<file path="src/rtl/rv32i_encoder_loader_pkg.sv">
// Shared RV32I definitions: ALU codes, operand types, opcodes, funct fields
// and the decoded-record type used between the loader and its field packer.
package rv32i_encoder_loader_pkg;

    localparam logic [5:0] ALU_LUI  = 6'd0;
    localparam logic [5:0] ALU_JAL  = 6'd1;
    localparam logic [5:0] ALU_JALR = 6'd2;
    localparam logic [5:0] ALU_BEQ  = 6'd3;
    localparam logic [5:0] ALU_BNE  = 6'd4;
    localparam logic [5:0] ALU_BLT  = 6'd5;
    localparam logic [5:0] ALU_BGE  = 6'd6;
    localparam logic [5:0] ALU_BLTU = 6'd7;
    localparam logic [5:0] ALU_BGEU = 6'd8;
    localparam logic [5:0] ALU_LB   = 6'd9;
    localparam logic [5:0] ALU_LH   = 6'd10;
    localparam logic [5:0] ALU_LW   = 6'd11;
    localparam logic [5:0] ALU_LBU  = 6'd12;
    localparam logic [5:0] ALU_LHU  = 6'd13;
    localparam logic [5:0] ALU_SB   = 6'd14;
    localparam logic [5:0] ALU_SH   = 6'd15;
    localparam logic [5:0] ALU_SW   = 6'd16;
    localparam logic [5:0] ALU_ADD  = 6'd17;
    localparam logic [5:0] ALU_SUB  = 6'd18;
    localparam logic [5:0] ALU_SLL  = 6'd19;
    localparam logic [5:0] ALU_SLT  = 6'd20;
    localparam logic [5:0] ALU_SLTU = 6'd21;
    localparam logic [5:0] ALU_XOR  = 6'd22;
    localparam logic [5:0] ALU_SRL  = 6'd23;
    localparam logic [5:0] ALU_SRA  = 6'd24;
    localparam logic [5:0] ALU_OR   = 6'd25;
    localparam logic [5:0] ALU_AND  = 6'd26;

    localparam logic [1:0] OP_TYPE_NONE = 2'd0;
    localparam logic [1:0] OP_TYPE_REG  = 2'd1;
    localparam logic [1:0] OP_TYPE_IMM  = 2'd2;
    localparam logic [1:0] OP_TYPE_PC   = 2'd3;

    localparam logic [6:0] OPC_LUI    = 7'b0110111;
    localparam logic [6:0] OPC_AUIPC  = 7'b0010111;
    localparam logic [6:0] OPC_JAL    = 7'b1101111;
    localparam logic [6:0] OPC_JALR   = 7'b1100111;
    localparam logic [6:0] OPC_BRANCH = 7'b1100011;
    localparam logic [6:0] OPC_LOAD   = 7'b0000011;
    localparam logic [6:0] OPC_STORE  = 7'b0100011;
    localparam logic [6:0] OPC_OPIMM  = 7'b0010011;
    localparam logic [6:0] OPC_OP     = 7'b0110011;

    localparam logic [2:0] F3_BEQ  = 3'b000;
    localparam logic [2:0] F3_BNE  = 3'b001;
    localparam logic [2:0] F3_BLT  = 3'b100;
    localparam logic [2:0] F3_BGE  = 3'b101;
    localparam logic [2:0] F3_BLTU = 3'b110;
    localparam logic [2:0] F3_BGEU = 3'b111;
    localparam logic [2:0] F3_B    = 3'b000;
    localparam logic [2:0] F3_H    = 3'b001;
    localparam logic [2:0] F3_W    = 3'b010;
    localparam logic [2:0] F3_BU   = 3'b100;
    localparam logic [2:0] F3_HU   = 3'b101;
    localparam logic [2:0] F3_ADD  = 3'b000;
    localparam logic [2:0] F3_SLL  = 3'b001;
    localparam logic [2:0] F3_SLT  = 3'b010;
    localparam logic [2:0] F3_SLTU = 3'b011;
    localparam logic [2:0] F3_XOR  = 3'b100;
    localparam logic [2:0] F3_SR   = 3'b101;
    localparam logic [2:0] F3_OR   = 3'b110;
    localparam logic [2:0] F3_AND  = 3'b111;

    localparam logic [6:0] F7_BASE = 7'h00;
    localparam logic [6:0] F7_ALT  = 7'h20;

    typedef enum logic [2:0] {FMT_R, FMT_I, FMT_SH, FMT_S, FMT_B, FMT_U, FMT_J} fmt_e;

    typedef struct packed {
        logic [5:0]  alucode;
        logic [1:0]  op1_type;
        logic [1:0]  op2_type;
        logic [4:0]  rs1;
        logic [4:0]  rs2;
        logic [4:0]  rd;
        logic [31:0] imm;
    } instr_rec_t;

    function automatic logic is_arith(input logic [5:0] alu);
        return alu inside {ALU_ADD, ALU_SUB, ALU_SLL, ALU_SLT, ALU_SLTU,
                           ALU_XOR, ALU_SRL, ALU_SRA, ALU_OR, ALU_AND};
    endfunction

    function automatic logic [2:0] arith_funct3(input logic [5:0] alu);
        case (alu)
            ALU_SLL:          return F3_SLL;
            ALU_SLT:          return F3_SLT;
            ALU_SLTU:         return F3_SLTU;
            ALU_XOR:          return F3_XOR;
            ALU_SRL, ALU_SRA: return F3_SR;
            ALU_OR:           return F3_OR;
            ALU_AND:          return F3_AND;
            default:          return F3_ADD;
        endcase
    endfunction

endpackage

</file>
<file path="src/rtl/rv32i_field_packer.sv">
// Combinational record -> RV32I word encoder; flags keys and immediates that
// the decoder could never have produced.
module rv32i_field_packer
    import rv32i_encoder_loader_pkg::*;
(
    input  instr_rec_t  rec,
    output logic [31:0] word,
    output logic        illegal
);

    logic [31:0] imm;
    logic        s12_ok, b_ok, j_ok, u_ok, sh_ok;
    logic        key_ok, rng_ok;
    fmt_e        fmt;
    logic [6:0]  opc, f7;
    logic [2:0]  f3;
    logic [3:0]  types;

    assign imm    = rec.imm;
    assign types  = {rec.op1_type, rec.op2_type};
    assign s12_ok = (&imm[31:11]) | ~(|imm[31:11]);
    assign b_ok   = ((&imm[31:12]) | ~(|imm[31:12])) & ~imm[0];
    assign j_ok   = ((&imm[31:20]) | ~(|imm[31:20])) & ~imm[0];
    assign u_ok   = ~(|imm[11:0]);
    assign sh_ok  = ~(|imm[31:5]);

    always_comb begin
        key_ok = 1'b0;
        rng_ok = 1'b0;
        fmt    = FMT_R;
        opc    = 7'd0;
        f3     = 3'd0;
        f7     = F7_BASE;
        case (rec.alucode)
            ALU_LUI: begin
                key_ok = (types == {OP_TYPE_NONE, OP_TYPE_IMM});
                rng_ok = u_ok; fmt = FMT_U; opc = OPC_LUI;
            end
            ALU_JAL: begin
                key_ok = (types == {OP_TYPE_NONE, OP_TYPE_PC});
                rng_ok = j_ok; fmt = FMT_J; opc = OPC_JAL;
            end
            ALU_JALR: begin
                key_ok = (types == {OP_TYPE_REG, OP_TYPE_PC});
                rng_ok = s12_ok; fmt = FMT_I; opc = OPC_JALR;
            end
            ALU_BEQ, ALU_BNE, ALU_BLT, ALU_BGE, ALU_BLTU, ALU_BGEU: begin
                key_ok = (types == {OP_TYPE_REG, OP_TYPE_REG});
                rng_ok = b_ok; fmt = FMT_B; opc = OPC_BRANCH;
                case (rec.alucode)
                    ALU_BNE:  f3 = F3_BNE;
                    ALU_BLT:  f3 = F3_BLT;
                    ALU_BGE:  f3 = F3_BGE;
                    ALU_BLTU: f3 = F3_BLTU;
                    ALU_BGEU: f3 = F3_BGEU;
                    default:  f3 = F3_BEQ;
                endcase
            end
            ALU_LB, ALU_LH, ALU_LW, ALU_LBU, ALU_LHU: begin
                key_ok = 1'b1; rng_ok = s12_ok; fmt = FMT_I; opc = OPC_LOAD;
                case (rec.alucode)
                    ALU_LH:  f3 = F3_H;
                    ALU_LW:  f3 = F3_W;
                    ALU_LBU: f3 = F3_BU;
                    ALU_LHU: f3 = F3_HU;
                    default: f3 = F3_B;
                endcase
            end
            ALU_SB, ALU_SH, ALU_SW: begin
                key_ok = 1'b1; rng_ok = s12_ok; fmt = FMT_S; opc = OPC_STORE;
                case (rec.alucode)
                    ALU_SH:  f3 = F3_H;
                    ALU_SW:  f3 = F3_W;
                    default: f3 = F3_B;
                endcase
            end
            default: begin
                f3 = arith_funct3(rec.alucode);
                if (!is_arith(rec.alucode)) begin
                    key_ok = 1'b0;
                end else if (types == {OP_TYPE_REG, OP_TYPE_REG}) begin
                    key_ok = 1'b1; rng_ok = 1'b1; fmt = FMT_R; opc = OPC_OP;
                    f7 = (rec.alucode inside {ALU_SUB, ALU_SRA}) ? F7_ALT : F7_BASE;
                end else if (types == {OP_TYPE_REG, OP_TYPE_IMM}) begin
                    key_ok = (rec.alucode != ALU_SUB);
                    opc    = OPC_OPIMM;
                    if (rec.alucode inside {ALU_SLL, ALU_SRL, ALU_SRA}) begin
                        fmt = FMT_SH; rng_ok = sh_ok;
                        f7  = (rec.alucode == ALU_SRA) ? F7_ALT : F7_BASE;
                    end else begin
                        fmt = FMT_I; rng_ok = s12_ok;
                    end
                end else if (rec.alucode == ALU_ADD && types == {OP_TYPE_IMM, OP_TYPE_PC}) begin
                    key_ok = 1'b1; rng_ok = u_ok; fmt = FMT_U; opc = OPC_AUIPC;
                end
            end
        endcase
    end

    // Only fields the format actually carries are packed, so unused registers encode as 0.
    always_comb begin
        illegal = !(key_ok && rng_ok);
        word    = 32'd0;
        if (!illegal) begin
            case (fmt)
                FMT_R:  word = {f7, rec.rs2, rec.rs1, f3, rec.rd, opc};
                FMT_I:  word = {imm[11:0], rec.rs1, f3, rec.rd, opc};
                FMT_SH: word = {f7, imm[4:0], rec.rs1, f3, rec.rd, opc};
                FMT_S:  word = {imm[11:5], rec.rs2, rec.rs1, f3, imm[4:0], opc};
                FMT_B:  word = {imm[12], imm[10:5], rec.rs2, rec.rs1, f3, imm[4:1], imm[11], opc};
                FMT_U:  word = {imm[31:12], rec.rd, opc};
                FMT_J:  word = {imm[20], imm[10:1], imm[11], imm[19:12], rec.rd, opc};
                default: word = 32'd0;
            endcase
        end
    end

endmodule

</file>
<file path="src/rtl/rv32i_encoder_loader.sv">
// Accepts decoded records, re-encodes them and streams the words into
// sequential imem addresses through a one-deep output register.
module rv32i_encoder_loader
    import rv32i_encoder_loader_pkg::*;
#(
    parameter int          DEPTH     = 1024,
    parameter logic [31:0] BASE_ADDR = 32'h0,
    localparam int         CW        = $clog2(DEPTH + 1)
) (
    input  logic          clk,
    input  logic          rst,
    input  logic          in_valid,
    output logic          in_ready,
    input  logic [5:0]    in_alucode,
    input  logic [1:0]    in_op1_type,
    input  logic [1:0]    in_op2_type,
    input  logic [4:0]    in_rs1,
    input  logic [4:0]    in_rs2,
    input  logic [4:0]    in_rd,
    input  logic [31:0]   in_imm,
    output logic          mem_we,
    input  logic          mem_ready,
    output logic [31:0]   mem_addr,
    output logic [31:0]   mem_wdata,
    output logic          full,
    output logic          err_illegal,
    output logic [CW-1:0] word_count
);

    localparam logic [CW-1:0] CNT_MAX  = CW'(DEPTH);
    localparam logic [CW-1:0] CNT_LAST = CW'(DEPTH - 1);

    instr_rec_t  rec;
    logic [31:0] enc_word;
    logic        enc_illegal;
    logic        accept, complete;

    assign rec = '{alucode: in_alucode, op1_type: in_op1_type, op2_type: in_op2_type,
                   rs1: in_rs1, rs2: in_rs2, rd: in_rd, imm: in_imm};

    rv32i_field_packer u_packer (
        .rec     (rec),
        .word    (enc_word),
        .illegal (enc_illegal)
    );

    assign in_ready = !full && (!mem_we || mem_ready);
    assign accept   = in_valid && in_ready;
    assign complete = mem_we && mem_ready;

    always_ff @(posedge clk) begin
        if (rst) begin
            mem_we      <= 1'b0;
            mem_addr    <= BASE_ADDR;
            mem_wdata   <= 32'd0;
            full        <= 1'b0;
            err_illegal <= 1'b0;
            word_count  <= '0;
        end else begin
            err_illegal <= accept && enc_illegal;
            if (complete) begin
                mem_addr <= mem_addr + 32'd4;
                if (word_count != CNT_MAX)
                    word_count <= word_count + CW'(1);
                if (word_count == CNT_LAST)
                    full <= 1'b1;
            end
            // A new legal word overrides the completion so mem_we stays high back-to-back.
            if (accept && !enc_illegal) begin
                mem_we    <= 1'b1;
                mem_wdata <= enc_word;
            end else if (complete) begin
                mem_we <= 1'b0;
            end
        end
    end

endmodule

</file>
<file path="config.mk">
export PLATFORM = sky130hd
export DESIGN_NAME = rv32i_encoder_loader
export DESIGN_NICKNAME = d
export VERILOG_FILES = /design/src/rtl/rv32i_encoder_loader_pkg.sv /design/src/rtl/rv32i_field_packer.sv /design/src/rtl/rv32i_encoder_loader.sv
export SDC_FILE = /design/constraint.sdc
export NUM_CORES = 1
export LEC_CHECK = 0
export BUFFER_PORTS_ARGS = -buffer_cell sky130_fd_sc_hd__buf_2
export CAP_MARGIN = 0
export CORE_MARGIN = 1.5
export CORE_UTILIZATION = 50
export DETAILED_ROUTE_END_ITERATION = 6
export PLACE_DENSITY = 0.85
export SLEW_MARGIN = 20
export SYNTH_ARGS = -nofsm -noshare
export SYNTH_HDL_FRONTEND = slang
export SYNTH_SLANG_ARGS = --single-unit
</file>
<file path="constraint.sdc">
create_clock -name clk -period 3.15 [get_ports clk]
set_input_delay 0.315 -clock clk [delete_from_list [all_inputs] [get_ports clk]]
set_output_delay 0.315 -clock clk [all_outputs]
set_load 0.02 [all_outputs]
</file>
==> summary.txt, run 1 <==
STA
  – Setup violators final: 0
  – Setup TNS: 0 ps
  – Max_slew headroom: a little under two fifths
  – Min cycle time layout: between 2000 and 3000 ps
  – Worst-margin pin slew: 930 ps
  – RSZ-0062 raised after global routing: no
  – Fmax: approximately 380 MHz
  – Max Transition Viols Final: 0
  – Skew final: between 7 and 8 ps
  – Final Hold Viols: 0
  – Fin crit share: 84.0%

Route
  – Wirelength, routed: 13400 um
  – DR vias/cell: between 5 and 6
  – DRC: 0
  – Drt pass-1 iters: 5
  – Via count: 4736
  – Detailed Route Iter0 Violations: 238
  – Post-route antenna net violation count: 0
  – Average wire per standard cell: around 17 um

Clocking
  – Cts bufs inserted: 9
  – Clock Tree Buf Depth: 2
  – H-Tree Depth: 3
  – CTS Root Cell: clkbuf_8
  – CTS tree: built
  – Setup Fix Bufs, Post-CTS: 0
  – Clk sink count: 75
  – Clock-pin slew on the worst setup and hold paths: 70 ps
  – Post-CTS sizing: 0
  – CTS Hold Bufs: 0
  – Worst skew pair latency: 350 ps

Floorplan
  – Core area: 0.00924 mm2
  – Die width: 100 um
  – # rows: 35
  – Die Y: 100 um
  – Initial Util: approximately half
  – Ports: between 100 and 150
  – Die ar.: 0.0101 mm2

Synth
  – Largest area contributor in the netlist: dfxtp_1
  – Most instantiated cells after synthesis: dfxtp_1 (75), nor2_1 (57), inv_1 (42), o32ai_2 (30), nand2_1 (29)
  – Synth cell types: between 70 and 80
  – Main flop type after synthesis: dfxtp_1
  – Count leader, synth: dfxtp_1
  – EDFF count, synth: 0
  – Post-synth ARST share: 0%
  – Cell Area, Synth: approximately 0.0047 mm2
  – Yosys warns: 0
  – Yosys reg bits: 75
  – Yosys top cell area share: between 30% and 40%
  – Area contributors post-synth: dfxtp_1 (32%), o32ai_2 (10%), xor2_1 (4.8%), nor2_1 (4.5%), inv_1 (3.3%)
  – Seq/Total Area, Yosys: 31.6%
  – Avg Cell Area, Syn: 8.82 um2
  – Mapped Cells: between 500 and 600

Finish
  – Layout cells sized above 1: 32.6%
  – # diodes: 0
  – Util after Layout: 62.5%
  – Synth-to-Final Area Change: 21.7%
  – Nets: between 700 and 800
  – Final Cell Area: a little under 0.006 mm2

Pwr
  – Net Sw Power: between 500 and 600 uW
  – PwrDens: 341 mW/mm2
  – Sequential share of power: between 40% and 50%
  – Switching part of the total: 27.4%
  – Pleak: ~2.4 nW
  – Clk pwr share: 36.7%
  – Worst vdd ir: 0.000198 V
  – Combinational Power Share: 14.9%
  – Internal power: 1.43 mW

Place
  – RePlAce Congestion: 0.916
  – Post-DP HPWL: slightly above 10000 um
  – PortBufs: ~140
  – Area after DPL: 0.00559 mm2

Global route
  – Vias in the first global route: 4397
  – GRT Overall Usage: between 20% and 30%
  – Largest net degree at the start of global routing: 76
  – Antenna violations before repair: 0
  – Grt total ovfl: 0
  – First-pass GRT wire length: between 20000 and 25000 um

Critical path
  – Critical path arrival: between 2000 and 3000 ps
  – Required time of the critical path: 3400 ps
  – Crit Path Class: input port to flop
  – CP Max Fanout: 12
  – Crit path capture type: flop
  – Setup crit start kind: input port

Run status
  – Status: finished, final reports clean

Min path
  – Hold Crit Class: input port to flop

Job
  – Max_cap viols: 0
flip-flops by register name, summed over array words and instances, names as in the netlist:
signal / flops
err_illegal: 1
full: 1
mem_addr: 30
mem_wdata: 31
mem_we: 1
word_count: 11
cells by family (layout without fill, tap and decap cells):
group           count (synthesis)  after routing  synth area share, %
xor+xnor                       38             38                 7.01
other cells                     1              2               0.0790
simple gates                  199            199                 23.5
buf+inv                        74            213                 7.22
fa+ha+maj                       8              8                 2.11
compound gates                138            138                 27.3
mux                             5              5                 1.11
flops                          75             75                 31.6
power groups by stage:
stage	clock (mW)	sequential, mW	combinational, mW
2_1_floorplan	0	0.979	0.174
3_3_place_gp	0	0.975	0.280
3_5_place_dp	0	0.975	0.287
4_1_cts	0.736	0.953	0.288
5_1_grt	0.778	0.953	0.315
6_report	0.722	0.953	0.294
worst max-delay path: stages:
cell      delay (ps)
buf_2            130
inv_1            110
ha_1             420
buf_4            230
nand3b_1         110
o311a_1          320
mux2i_1          250
nand2b_1         170
a2111o_1         500
buf_4            210
o32ai_2          140
routing by layer:
layer | vias to the layer above | track usage [%] | routed length, um
met5 | - | 0 | 0
met2 | 217 | 44.4 | 6630
met3 | 34 | 4.67 | 868
met4 | 0 | 10.4 | 357
li1 | 2257 | - | -
met1 | 2228 | 32.7 | 5500
cell usage in the layout (no fill, tap or decap), types with 4 or more instances in the layout:
cell type / instances
a211oi_1: 9
a21oi_1: 20
a22oi_1: 10
a31oi_1: 4
a32o_1: 5
a32oi_1: 8
and2_1: 10
and3_1: 12
and4_1: 6
buf_2: 137
buf_4: 17
clkbuf_8: 9
dfxtp_1: 75
ha_1: 8
inv_1: 42
nand2_1: 29
nand2b_1: 7
nand3_1: 18
nand3b_1: 4
nand4_1: 14
nor2_1: 57
nor3_1: 5
nor4_1: 4
o21ai_0: 14
o32ai_2: 30
or4_1: 5
xnor2_1: 12
xor2_1: 26
metrics by stage:
stage	hold slack (ps)	cells	power (mW)	setup WS, ps
floorplan	479	539	1.15	642
global placement	446	792	1.25	333
detailed placement	453	792	1.26	222
CTS	227	807	1.98	564
global route	241	807	2.05	382
finish	239	807	1.97	503
worst paths after layout:
kind	end	start	slack (ps)	cells after the start
worst max-delay path	mem_wdata[15]$_SDFFE_PP0P_	in_alucode[1]	500	11
worst min-delay path	mem_wdata[19]$_SDFFE_PP0P_	in_rs1[4]	240	3
worst max register to register	full$_SDFFE_PP0P_	word_count[0]$_SDFFE_PP0P_	820	9
worst min register to register	full$_SDFFE_PP0P_	full$_SDFFE_PP0P_	470	2
cell type report:
type / instances / area [um2]
timing repair buffer: 156 / 853
multi-input combinational: 390 / 2910
clock inverter: 6 / 65.1
sequential: 75 / 1500
inverter: 42 / 158
clock buffer: 9 / 124
tap: 129 / 161
fill: 775 / 3460
No activity file was read; power rests on OpenSTA's default activity.
==> run 2: changes to the inputs <==
--- a/config.mk
+++ b/config.mk
@@ -5,12 +5,13 @@
 export SDC_FILE = /design/constraint.sdc
 export NUM_CORES = 1
 export LEC_CHECK = 0
+export ABC_AREA = 1
 export BUFFER_PORTS_ARGS = -buffer_cell sky130_fd_sc_hd__buf_2
 export CAP_MARGIN = 0
 export CORE_MARGIN = 1.5
 export CORE_UTILIZATION = 50
 export DETAILED_ROUTE_END_ITERATION = 6
-export PLACE_DENSITY = 0.85
+export PLACE_DENSITY = 0.83
 export SLEW_MARGIN = 20
 export SYNTH_ARGS = -nofsm -noshare
 export SYNTH_HDL_FRONTEND = slang
==> constraint.sdc (replaced) <==
create_clock -name clk -period 2.67 [get_ports clk]
set_input_delay 0.267 -clock clk [delete_from_list [all_inputs] [get_ports clk]]
set_output_delay 0.267 -clock clk [all_outputs]
set_load 0.02 [all_outputs]
==> summary.txt, run 2 <==
Run status
  – Status: finished, final reports clean

Critical path
  – CP bufs+invs: 3 (-1)
  – Slowest stage cell, crit path: nor2_4
  – CP Max Fanout: 16 (+4)
  – Critical-path cell list: buf_2, inv_1, ha_1, nor2_1, nand2_1, o21ai_2, nand2_4, nor2_4, nand2_2, inv_2, nand3_1, nand2_2, nand4_2, nor2_4, nand2_1, a21oi_1
  – Crit Path Class: input port to flop
  – Setup crit start kind: input port
  – Crit path capture type: flop
  – Delay-heaviest family, CP: simple AND/OR/NAND/NOR gates
  – Delay of the slowest critical-path stage: 410 ps (-90 ps)
  – Critical path arrival: 2620 ps (-270 ps)
  – Required time of the critical path: 2940 ps (-460 ps)

Route
  – Wirelength, routed: 16700 um (+25%)
  – DR vias/cell: 5.44 (-7.3%)
  – Drt pass-1 iters: 6 (+1)
  – DRC: 0 (unchanged)
  – Via count: 6401 (+35%)
  – Post-route antenna net violation count: 0 (unchanged)
  – Average wire per standard cell: 14.2 um (-14%)
  – Detailed Route Iter0 Violations: 520 (+120%)

STA
  – Fin crit share: 88.0%
  – Final Hold Viols: 0 (unchanged)
  – Setup violators final: 0 (unchanged)
  – Worst-margin pin slew: 680 ps (-250 ps)
  – Fmax: 425 MHz
  – Max_slew headroom: 54.6% (+17 points)
  – Max Transition Viols Final: 0 (unchanged)
  – Min cycle time layout: 2350 ps
  – RSZ-0062 raised after global routing: no
  – Min Hold Slack: 228 ps (-11.0 ps)
  – Skew final: 14.3 ps (+6.36 ps)

Synth
  – Post-synth ARST share: 0% (unchanged)
  – Yosys top cell area share: 28.5% (-3.1 points)
  – Yosys warns: 0 (unchanged)
  – Cell Area, Synth: 0.00526 mm2 (+11%)
  – Area contributors post-synth: dfxtp_1 (29%), nand2_1 (18%), nor2_1 (8.1%), nand4_1 (7.8%), a21oi_1 (5.7%)
  – Yosys reg bits: 75 (unchanged)
  – Synth cell types: 41 (-45%)
  – Most instantiated cells after synthesis: nand2_1 (246), nor2_1 (113), inv_1 (79), dfxtp_1 (75), nand4_1 (66)
  – Main flop type after synthesis: dfxtp_1
  – EDFF count, synth: 0 (unchanged)
  – Largest area contributor in the netlist: dfxtp_1
  – Avg Cell Area, Syn: 6.06 um2 (-31%)
  – Count leader, synth: nand2_1
  – Mapped Cells: 868 (+61%)
  – Seq/Total Area, Yosys: 28.5% (-3.1 points)

Clocking
  – H-Tree Depth: 3 (unchanged)
  – Cts bufs inserted: 9 (unchanged)
  – Post-CTS sizing: 0 (unchanged)
  – Clock Tree Buf Depth: 2 (unchanged)
  – Setup Fix Bufs, Post-CTS: 0 (unchanged)
  – Worst skew pair latency: 350 ps (about the same)
  – CTS Root Cell: clkbuf_8
  – Clk sink count: 75 (unchanged)
  – Clock-pin slew on the worst setup and hold paths: 90 ps (+20 ps)
  – CTS Hold Bufs: 0 (unchanged)
  – CTS tree: built

Finish
  – Commonest non-fill, non-tap cell in the layout: nand2_1
  – Most flop-heavy register: mem_wdata
  – Final Cell Area: 0.00660 mm2 (+14%)
  – Most frequent cells in the layout: nand2_1 (246), buf_2 (137), nor2_1 (113)
  – FILL cells: 996 (+29%)
  – Synth-to-Final Area Change: 25.4%
  – Max reg flops: 31 (unchanged)
  – # diodes: 0 (unchanged)
  – Largest regs: mem_wdata (31), mem_addr (30), word_count (11)
  – Nets: 1105 (+49%)
  – Layout cells sized above 1: 23.5% (-9.1 points)

Floorplan
  – Ports: 140 (unchanged)
  – Die Y: 106 um (+5.1%)
  – Die ar.: 0.0111 mm2 (+11%)
  – Core area: 0.0103 mm2 (+11%)
  – Initial Util: 51.2% (-0.17 points)
  – Die width: 106 um (+5.1%)
  – # rows: 37 (+5.7%)

Pwr
  – PwrDens: 396 mW/mm2 (+16%)
  – Pleak: 3.17 nW (+32%)
  – Worst vdd ir: 0.000241 V (+22%)

Place
  – Post-DP HPWL: 13000 um (+27%)
  – Area after DPL: 0.00635 mm2 (+14%)
  – PortBufs: 137 (unchanged)
  – RePlAce Congestion: 0.968 (+5.7%)

Global route
  – Largest net degree at the start of global routing: 51 (-33%)
  – Vias in the first global route: 5729 (+30%)
  – Antenna violations before repair: 0 (unchanged)
  – GRT Overall Usage: 29.7% (+3.6 points)
  – First-pass GRT wire length: 27100 um (+29%)
  – Grt total ovfl: 0 (unchanged)

Job
  – Max_cap viols: 0 (unchanged)

Min path
  – Hold Crit Class: input port to flop
run 2: final timing paths:
| path | start | end | slack [ps] | depth (start not counted) |
|---|---|---|---|---|
| hold reg to reg | mem_wdata[31]$_SDFFE_PP0P_ | mem_wdata[31]$_SDFFE_PP0P_ | 460 | 2 |
| hold / removal | mem_ready | mem_we$_SDFFE_PP0P_ | 230 | 4 |
| setup / recovery | in_alucode[0] | mem_wdata[12]$_SDFFE_PP0P_ | 320 | 16 |
| setup reg to reg | mem_addr[10]$_SDFFE_PP0P_ | mem_addr[30]$_SDFFE_PP0P_ | 340 | 9 |
run 2: through the flow:
stage                     utilization, %  total power [mW]  worst slack [ps]  TNS, ps  std cells
after floorplan                        -              1.42               495        0        869
after global placement              61.8              1.61             -6.61    -16.2       1160
after detailed placement            61.8              1.61              -119    -2170       1160
after CTS                           64.1              2.62               237        0       1176
after global routing                64.2              2.72              24.8        0       1177
final                               64.2              2.62               319        0       1177
run 2: area by class of cell:
class / count / area, um2 / area share, %
timing repair buffer: 189 / 1100 / 16.7
inverter: 89 / 334 / 5.06
sequential: 75 / 1500 / 22.7
multi-input combinational: 672 / 3260 / 49.4
tap: 136 / 170 / 2.58
clock inverter: 7 / 106 / 1.61
clock buffer: 9 / 124 / 1.88
run 2: power breakdown:
part | internal, mW | switching [mW] | leakage [nW]
sequential | 1.12 | 0.00256 | 0.604
clock | 0.545 | 0.476 | 0.117
combinational | 0.170 | 0.301 | 2.45
total | 1.84 | 0.779 | 3.17
run 2: worst min-delay path: cells and delay by family:
kind / cells / cell delay (ps)
buffers and inverters: 2 / 160
AND/OR/NAND/NOR: 1 / 60
AO/OA/AOI/OAI: 1 / 60
run 2: routing by layer:
layer	track usage [%]	vias to the layer above	part of all wire, %
met3	4.27	46	7.2
met4	10.9	0	3.1
li1	-	3203	-
met2	48.4	300	45
met5	0	-	0
met1	40.0	2852	44
run 2: cell families (layout without fill, tap and decap cells):
logic type / after synthesis / count (layout) / share of synthesized area (%)
AOI/OAI and AO/OA: 116 / 116 / 11.9
xor gates and xnor gates: 9 / 9 / 1.50
adders and majority gates: 8 / 8 / 1.90
buffers and inverters: 123 / 294 / 9.84
DFF: 75 / 75 / 28.5
other: 1 / 2 / 0.0713
and+or+nand+nor: 536 / 537 / 46.2
